--- config.mk ---
export PLATFORM = sky130hd
export DESIGN_NAME = pipeline_hazard_ctrl
export DESIGN_NICKNAME = d
export VERILOG_FILES = /design/src/rtl/pipeline_hazard_ctrl.sv
export SDC_FILE = /design/constraint.sdc
export NUM_CORES = 1
export LEC_CHECK = 0
export ABC_AREA = 1
export ABC_CLOCK_PERIOD_IN_PS = 3400
export BUFFER_PORTS_ARGS = -buffer_cell sky130_fd_sc_hd__buf_2
export CAP_MARGIN = 20
export CORE_MARGIN = 2
export CORE_UTILIZATION = 35
export DETAILED_ROUTE_END_ITERATION = 6
export HOLD_SLACK_MARGIN = 0.06
export PLACE_DENSITY = 0.58
export SKIP_CTS_REPAIR_TIMING = 1
export SLEW_MARGIN = 20
export SYNTH_ARGS = -nofsm -noshare
export SYNTH_HDL_FRONTEND = slang
export SYNTH_SLANG_ARGS = --single-unit
--- constraint.sdc ---
create_clock -name clk -period 3.4 [get_ports clk]
set_input_delay 0 -clock clk [delete_from_list [all_inputs] [get_ports clk]]
set_output_delay 0 -clock clk [all_outputs]
set_load 0.02 [all_outputs]
--- src/rtl/pipeline_hazard_ctrl.sv ---
// Stall, flush and forwarding control for the five-stage RV32I pipeline.
// Sequences D-cache freezes and branch redirects that wait on an I-cache fill.
module pipeline_hazard_ctrl #(
    parameter int CNT_WIDTH = 32
) (
    input  logic                 clk,
    input  logic                 rst,
    input  logic [4:0]           ex_rs1,
    input  logic [4:0]           ex_rs2,
    input  logic                 ex_br_taken,
    input  logic [4:0]           mem_rd,
    input  logic                 mem_load_regfile,
    input  logic [2:0]           mem_regfilemux_sel,
    input  logic [4:0]           mem_rs2,
    input  logic                 mem_dmem_read,
    input  logic                 mem_dmem_write,
    input  logic                 dmem_resp,
    input  logic [4:0]           wb_rd,
    input  logic                 wb_load_regfile,
    input  logic                 imem_req,
    input  logic                 imem_resp,
    output logic                 pc_load,
    output logic                 if_id_load,
    output logic                 id_ex_load,
    output logic                 ex_mem_load,
    output logic                 mem_wb_load,
    output logic                 if_id_flush,
    output logic                 id_ex_flush,
    output logic                 ex_mem_bubble,
    output logic [2:0]           rs1mux_sel,
    output logic [2:0]           rs2mux_sel,
    output logic                 dcacheforwardmux_sel,
    output logic [CNT_WIDTH-1:0] stall_cycles,
    output logic [CNT_WIDTH-1:0] flush_count,
    output logic [1:0]           fsm_state
);

    typedef enum logic [1:0] {RUN = 2'd0, DFREEZE = 2'd1, FLUSH_WAIT = 2'd2} state_t;

    // regfilemux_sel_t and rs*mux_sel_t encodings
    localparam logic [2:0] RF_ALU   = 3'd0;
    localparam logic [2:0] RF_BR    = 3'd1;
    localparam logic [2:0] RF_UIMM  = 3'd2;
    localparam logic [2:0] RF_RDATA = 3'd3;
    localparam logic [2:0] RF_PC4   = 3'd4;
    localparam logic [2:0] FWD_RS   = 3'b000;
    localparam logic [2:0] FWD_BR   = 3'b001;
    localparam logic [2:0] FWD_UIMM = 3'b010;
    localparam logic [2:0] FWD_ALU  = 3'b011;
    localparam logic [2:0] FWD_WB   = 3'b100;

    state_t state, state_next, mode;
    logic   pending, pending_next;
    logic   redirect_fire;
    logic   dmiss, imiss, luse;

    function automatic logic [2:0] fwd_sel(input logic [4:0] rs, input logic [4:0] mrd,
                                           input logic mlr, input logic [2:0] msel,
                                           input logic [4:0] wrd, input logic wlr);
        logic [2:0] sel;
        sel = FWD_RS;
        if (rs != 5'd0) begin
            if (wlr && wrd == rs) sel = FWD_WB;
            // A MEM hit overrides WB only when its value already exists in MEM
            if (mlr && mrd == rs) begin
                case (msel)
                    RF_ALU:  sel = FWD_ALU;
                    RF_BR:   sel = FWD_BR;
                    RF_UIMM: sel = FWD_UIMM;
                    default: ;
                endcase
            end
        end
        return sel;
    endfunction

    assign dmiss = (mem_dmem_read | mem_dmem_write) & ~dmem_resp;
    assign imiss = imem_req & ~imem_resp;
    assign luse  = mem_load_regfile && (mem_rd != 5'd0)
                   && (mem_regfilemux_sel == RF_RDATA || mem_regfilemux_sel == RF_PC4)
                   && (mem_rd == ex_rs1 || mem_rd == ex_rs2);
    // The cycle that releases a freeze behaves like the mode it froze out of
    assign mode  = (state == DFREEZE) ? (pending ? FLUSH_WAIT : RUN) : state;

    always_comb begin
        {pc_load, if_id_load, id_ex_load, ex_mem_load, mem_wb_load} = 5'b11111;
        {if_id_flush, id_ex_flush, ex_mem_bubble} = 3'b000;
        state_next    = mode;
        pending_next  = 1'b0;
        redirect_fire = 1'b0;
        if (rst) begin
            {pc_load, if_id_load, id_ex_load, ex_mem_load, mem_wb_load} = 5'b00000;
            {if_id_flush, id_ex_flush, ex_mem_bubble} = 3'b111;
            state_next = RUN;
        end else if (dmiss) begin
            {pc_load, if_id_load, id_ex_load, ex_mem_load, mem_wb_load} = 5'b00000;
            state_next   = DFREEZE;
            pending_next = (mode == FLUSH_WAIT);
        end else if (mode == FLUSH_WAIT) begin
            // Completion keys on the fetch no longer being outstanding
            if (!imiss) begin
                {if_id_flush, id_ex_flush} = 2'b11;
                redirect_fire = 1'b1;
                state_next    = RUN;
            end else begin
                {pc_load, if_id_load, id_ex_load} = 3'b000;
                ex_mem_bubble = 1'b1;
            end
        end else if (luse) begin
            {pc_load, if_id_load, id_ex_load} = 3'b000;
            ex_mem_bubble = 1'b1;
        end else if (ex_br_taken) begin
            if (!imiss) begin
                {if_id_flush, id_ex_flush} = 2'b11;
                redirect_fire = 1'b1;
            end else begin
                {pc_load, if_id_load, id_ex_load} = 3'b000;
                ex_mem_bubble = 1'b1;
                state_next    = FLUSH_WAIT;
            end
        end else if (imiss) begin
            pc_load     = 1'b0;
            if_id_flush = 1'b1;
        end
    end

    always_comb begin
        rs1mux_sel           = FWD_RS;
        rs2mux_sel           = FWD_RS;
        dcacheforwardmux_sel = 1'b0;
        if (!rst) begin
            rs1mux_sel = fwd_sel(ex_rs1, mem_rd, mem_load_regfile, mem_regfilemux_sel,
                                 wb_rd, wb_load_regfile);
            rs2mux_sel = fwd_sel(ex_rs2, mem_rd, mem_load_regfile, mem_regfilemux_sel,
                                 wb_rd, wb_load_regfile);
            dcacheforwardmux_sel = mem_dmem_write && wb_load_regfile
                                   && (wb_rd != 5'd0) && (wb_rd == mem_rs2);
        end
    end

    always_ff @(posedge clk) begin
        if (rst) begin
            state        <= RUN;
            pending      <= 1'b0;
            stall_cycles <= '0;
            flush_count  <= '0;
        end else begin
            state   <= state_next;
            pending <= pending_next;
            if (!pc_load) stall_cycles <= stall_cycles + CNT_WIDTH'(1);
            if (redirect_fire) flush_count <= flush_count + CNT_WIDTH'(1);
        end
    end

    assign fsm_state = state;

endmodule

==> impl_results.md, run 1 <==
- Status: finished clean
- XOR/XNOR Fraction of Synth Area: 0.05685
- Worst setup EP type: output pin
- Fmax achieved: around 0.43 GHz
- Layout area overhead: 19.80%
- Synth Cell Area: 0.004930 sq mm
- Worst path required time: approximately 3.4 ns
- Global-route wire length before repair: about 24000 um
- WL final: approximately 15000 um
- Initial Util: 0.3565
- Max-cap viol count: 0
- Largest net degree at the start of global routing: 50
- Share of post-route cells with drive strength above 1: 0.1656
- Antenna-violating nets left: 0
- Simple-Gate Fraction of Synth Area: 0.4766
- Clk sink count: 67
- P_leak: ~2.6 nW
- Worst hold path class: input port to register
- Crit Path Max Fanout: 41
- Worst reg2reg startpoint: fsm_state[1]
- Synthesized Nets: just under 900
- WS Path Type: register to output pin
- Wire per inst: ~13 um
- Count of state elements after synthesis: 67
- Slew margin rel.: 0.5159
- DP HPWL: around 11000 um
- Core Util, Final: 0.4271
- Final setup viols: 0
- Placed Instances: between 1000 and 1500
- Crit path DAT: around 2.3 ns
- Die ar.: between 0.015 and 0.02 sq mm
- Chip width: roughly 120 um
- Residual DRC count: 0
- FF+latch area: about 0.0013 sq mm
- Startpoint Class: register
- CORE AREA: around 0.014 sq mm
- Design area: about 0.0059 sq mm
- H-tree levels: 3
- Cells after Synth: between 800 and 900
- Main combinational cell family by area after synthesis: simple AND/OR/NAND/NOR gates
- Initial drt markers: 378
- Warnings from Yosys: 0
- Drt pass-1 iters: 5
- TritonCTS clock tree: built
- Fillers: 1573
- Clock transition at path regs: roughly 0.050 ns
- Number of global-route vias before repair: just under 5000
- Number of top-level pins: ~120
- Post-synthesis sequential area ratio: 0.2721
- Clk_skew: roughly 0.011 ns
- Finished Layout Cells: 1128
- Final critical-path required period: 2.310 ns
- Worst skew pair latency: 0.35 ns
- CTS Buf Count: 9
- Final net count: between 900 and 1000
- Diode count: 0
- Tightest Pin Transition: about 0.72 ns
- Worst IR drop on VDD: about 0.24 mV
- Hold Path Origin: dmem_resp
- RSZ-0062 raised after global routing: false
- Die Y: between 100 and 150 um
- Slew Limit Fails: 0
- Part of the cycle the worst path needs: 0.6794
- Row count: between 40 and 50
- Via density: slightly below 5
- Post-synthesis mux area share: 0
- Multi-input logic area: between 0.003 and 0.004 sq mm
- CTS max path bufs: 2
- Leading cell type in the layout, fill and taps excluded: nand2_1
- CTS Root Cell: clkbuf_16
- GRT Total Usage: 0.1975
- Initial antenna violation count: 0
- Via Count: around 5500
- Cell Area, Placed: 0.005580 sq mm
- Setup_tns: 0 ns
- Port Buffers: between 100 and 150
- Setup crit start: fsm_state[1]
- Hold Fails Final Rpt: 0
- Post-synth cell types: 35
- Total gr overflow: 0
- Synth Area in Compound Gates: 0.06777
- Commonest cells after routing, fill and taps aside: nand2_1 (259), nor2_1 (132), buf_2 (118)
- GP Congestion: a little under 0.9
- P per Cell Area: 338.8 mW/mm^2
- Syn_area_per_cell: 5.883 sq um
- Post-synthesis adder-cell area fraction: 0.01015
-- final timing paths --
check	end	slack, ns	cells past startpoint
hold reg to reg	stall_cycles[30]	0.50	2
setup reg to reg	stall_cycles[1]	1.35	7
hold / removal	pending	0.01	4
setup / recovery	pc_load	1.09	6
-- through the flow --
stage,worst slack [ns],total power [mW],hold WS (ns)
after detailed placement,1.287,1.026,0.3243
after global placement,1.297,1.026,0.3262
after global routing,0.8536,2.080,0.06166
final,1.090,2.001,0.01472
after CTS,1.040,2.028,0.008040
after floorplan,1.471,0.9600,0.09416
-- cells by family after synthesis --
family	count (synthesis)
AO/OA/AOI/OAI	64
XOR/XNOR	32
adder cells (fa/ha/maj)	4
buffers and inverters	130
flip-flops	67
AND/OR/NAND/NOR	541
-- layout make-up --
class | count | area share
multi-input combinational | 641 | 0.5104
sequential | 67 | 0.2271
timing repair buffer | 123 | 0.1068
inverter | 101 | 0.06420
clock buffer | 13 | 0.04576
tap | 180 | 0.03814
clock inverter | 3 | 0.007627
-- state kept, by name, indices dropped and copies added (netlist names) --
| signal | count |
|---|---|
| pending | 1 |
| stall_cycles | 32 |
| flush_count | 32 |
| fsm_state | 2 |
-- per-layer routing --
| layer | part of all wire | track usage | vias up |
|---|---|---|---|
| met5 | 0 | 0 | - |
| met4 | 0.017 | 0.06825 | 0 |
| met3 | 0.054 | 0.03113 | 19 |
| met2 | 0.45 | 0.3080 | 171 |
| met1 | 0.48 | 0.2754 | 2442 |
| li1 | - | - | 2881 |
-- cell usage after synthesis --
cell,count,area share
nand2_1,259,0.20
nor2_1,132,0.10
inv_1,95,0.072
nand3_1,69,0.070
dfxtp_1,67,0.27
a21oi_1,47,0.048
nand4_1,29,0.037
xor2_1,20,0.036
nor3_1,19,0.019
buf_4,12,0.018
xnor2_1,12,0.021
nand3b_1,10,0.015
o21ai_0,7,0.0071
clkbuf_1,6,0.0046
buf_6,5,0.011
inv_2,5,0.0038
nor4_1,5,0.0063
ha_1,4,0.010
nand2_2,4,0.0051
nor2_2,4,0.0051
nor2_4,4,0.0091
o21ai_1,4,0.0041
buf_1,3,0.0023
buf_2,3,0.0030
and3_1,2,0.0025
o211ai_1,2,0.0030
a21o_1,1,0.0015
a221oi_1,1,0.0018
a31oi_1,1,0.0013
clkinv_1,1,0.00076
nand2_4,1,0.0023
nand3_2,1,0.0020
nand3_4,1,0.0036
nor3b_1,1,0.0015
o22ai_1,1,0.0013
-- power breakdown --
part / total (mW) / leakage [nW] / internal (mW) / switching, mW
combinational: 0.207 / 1.93 / 0.0644 / 0.142
clock: 0.994 / 0.148 / 0.628 / 0.366
sequential: 0.801 / 0.541 / 0.792 / 0.00869
-- critical path, cell delays in order (launching register included) --
cell and delay (ns):
dfxtp_1 0.33, a21o_1 0.19, nand2_4 0.10, nand3_4 0.31
nand2_2 0.68, inv_1 0.15, buf_2 0.20
No activity file was read; power rests on OpenSTA's default activity.
==> inputs of run 2 (changes only) <==
- ABC_CLOCK_PERIOD_IN_PS: 3400 -> 2400
- clock period: 3.4 -> 2.4 ns (I/O delays scaled with it)
==> impl_results.md, run 2 (same netlist as run 1, synthesis figures left out) <==
- Status: finished clean
- Drt pass-1 iters: 4 (-1)
- Die ar.: 0.01505 sq mm (unchanged)
- Slew Limit Fails: 0 (unchanged)
- Part of the cycle the worst path needs: 0.9019
- Chip width: 122.7 um (unchanged)
- Number of top-level pins: 119 (unchanged)
- CTS max path bufs: 2 (unchanged)
- Crit Path Max Fanout: 44 (+7.3%)
- Slew margin rel.: 0.5701 (+0.05428)
- Leading cell type in the layout, fill and taps excluded: nand2_1
- Total gr overflow: 0 (unchanged)
- Clk_skew: 0.008339 ns (-0.002934 ns)
- Worst reg2reg startpoint: stall_cycles[0]
- Worst path required time: 2.40 ns (-1.00 ns)
- Startpoint Class: register
- Clock transition at path regs: 0.05 ns (about the same)
- Commonest cells after routing, fill and taps aside: nand2_1 (259), nor2_1 (132), buf_2 (118)
- H-tree levels: 3 (unchanged)
- Pre-CTS setup slack: 0.5171 ns (-0.7697 ns)
- Final setup viols: 0 (unchanged)
- DP HPWL: 10920 um (-0.33%)
- Crit path DAT: 2.16 ns (-0.15 ns)
- Via Count: 5425 (-1.6%)
- Clk sink count: 67 (unchanged)
- R2R setup slack: 0.50 ns (-0.85 ns)
- TritonCTS clock tree: built
- Fillers: 1558 (-0.95%)
- Number of global-route vias before repair: 5088 (+5.6%)
- Final critical-path required period: between 2 and 2.5 ns
- Layout area overhead: 20.38%
- Port Buffers: 118 (unchanged)
- Hold Path Origin: imem_resp
- RSZ-0062 raised after global routing: false
- FF+latch area: 0.001341 sq mm (unchanged)
- Gr busiest metal: met2
- Share of post-route cells with drive strength above 1: 0.1688 (+0.003151)
- GRT Total Usage: 0.2004 (+0.002846)
- WS Path Type: register to output pin
- Met2 Use GR: 0.3235 (+0.01554)
- Placed Instances: 1115 (+0.36%)
- Tightest Pin Transition: 0.6408 ns (-0.08282 ns)
- R2R Path End: stall_cycles[30]
- GP Congestion: 0.9154 (+5.7%)
- M3 GR Usage: 0.04322 (+0.01208)
- CTS Buf Count: 9 (unchanged)
- Max-cap viol count: 0 (unchanged)
- Diode count: 0 (unchanged)
- WL final: 14360 um (-2.7%)
- Fmax achieved: 0.4620 GHz
- P per Cell Area: 453.5 mW/mm^2 (+34%)
- Worst IR drop on VDD: 0.3635 mV (+49%)
- Worst Setup Slack, final: 0.2355 ns (-0.8546 ns)
- Initial drt markers: 294 (-22%)
- Hold Crit Depth: 5 (+1)
- Initial Util: 0.3565 (unchanged)
- Hold Path Sink: fsm_state[0]
- Residual DRC count: 0 (unchanged)
- Worst skew pair latency: 0.34 ns (about the same)
- M1 GR Usage: 0.2642 (-0.01116)
- P_leak: 2.636 nW (+0.83%)
- Hold Fails Final Rpt: 0 (unchanged)
- Row count: 43 (unchanged)
- Overall power: 2.691 mW (+35%)
- Via density: 4.784 (-2.1%)
- Worst hold path class: input port to register
- Cell Area, Placed: 0.005623 sq mm (+0.76%)
- R2R cell count: 7 (unchanged)
- Design area: 0.005934 sq mm (+0.49%)
- Initial antenna violation count: 0 (unchanged)
- Final net count: 991 (+0.61%)
- CORE AREA: 0.01383 sq mm (unchanged)
- Wire per inst: 12.66 um (-3.2%)
- CTS Root Cell: clkbuf_16
- Setup_tns: 0 ns (unchanged)
- Antenna-violating nets left: 0 (unchanged)
- Global-route wire length before repair: 24210 um (+2.3%)
- Worst setup EP type: output pin
- Finished Layout Cells: 1134 (+0.53%)
- Largest net degree at the start of global routing: 45 (-10%)
- Die Y: 122.7 um (unchanged)
- Multi-input logic area: 0.003014 sq mm (unchanged)
## run 2: changes by cell type in the layout (fill, tap and decap cells not counted)
cell	previous run	this run
dlygate4sd3_1	1	3
clkbuf_8	3	2
bufinv_16	1	0
clkinv_2	0	2
buf_12	0	1
buf_4	4	7
## run 2: how the worst max path moves through the flow
stage	from	end	slack, ns	depth (start not counted)
final	fsm_state[0]	if_id_flush	0.24	8
after global routing	fsm_state[0]	id_ex_flush	0.06	10
after CTS	fsm_state[0]	if_id_flush	0.22	8
after detailed placement	stall_cycles[0]	stall_cycles[30]	0.52	7
after global placement	flush_count[0]	flush_count[22]	0.55	13
after floorplan	fsm_state[0]	if_id_load	0.47	8
## run 2: cell type report
cell class | instances | area share
clock buffers | 12 | 0.04322
clock inverters | 4 | 0.004217
inverters | 101 | 0.06388
multi-input cells | 641 | 0.5079
flip-flops and latches | 67 | 0.2260
well taps | 180 | 0.03795
repair buffers | 129 | 0.1168
## run 2: stage by stage
step           hold WS (ns)  utilization
4_1_cts            -0.01138       0.4270
3_3_place_gp         0.3646       0.4067
3_5_place_dp         0.3527       0.4067
5_1_grt              0.1504       0.4292
6_report            0.09017       0.4292
2_1_floorplan       0.09416            -
## run 2: where the power goes
group	switching (mW)	internal, mW	total, mW
combinational	0.201	0.0998	0.301
clock	0.503	0.752	1.25
sequential	0.0132	1.12	1.14
total	0.718	1.97	2.69
## run 2: worst max-delay path: stages, from the launching register on
cell and delay, ns:
dfxtp_1 0.37, a21o_1 0.18, nand2_4 0.09, nand3_4 0.08
buf_4 0.39, buf_4 0.35, nand2_1 0.10, nand2_1 0.07
buf_2 0.19
## run 2: per-layer routing
metal | share of wire | vias up
met1 | 0.47 | 2389
met3 | 0.055 | 19
met2 | 0.45 | 134
met4 | 0.017 | 0
li1 | - | 2883
met5 | 0 | -
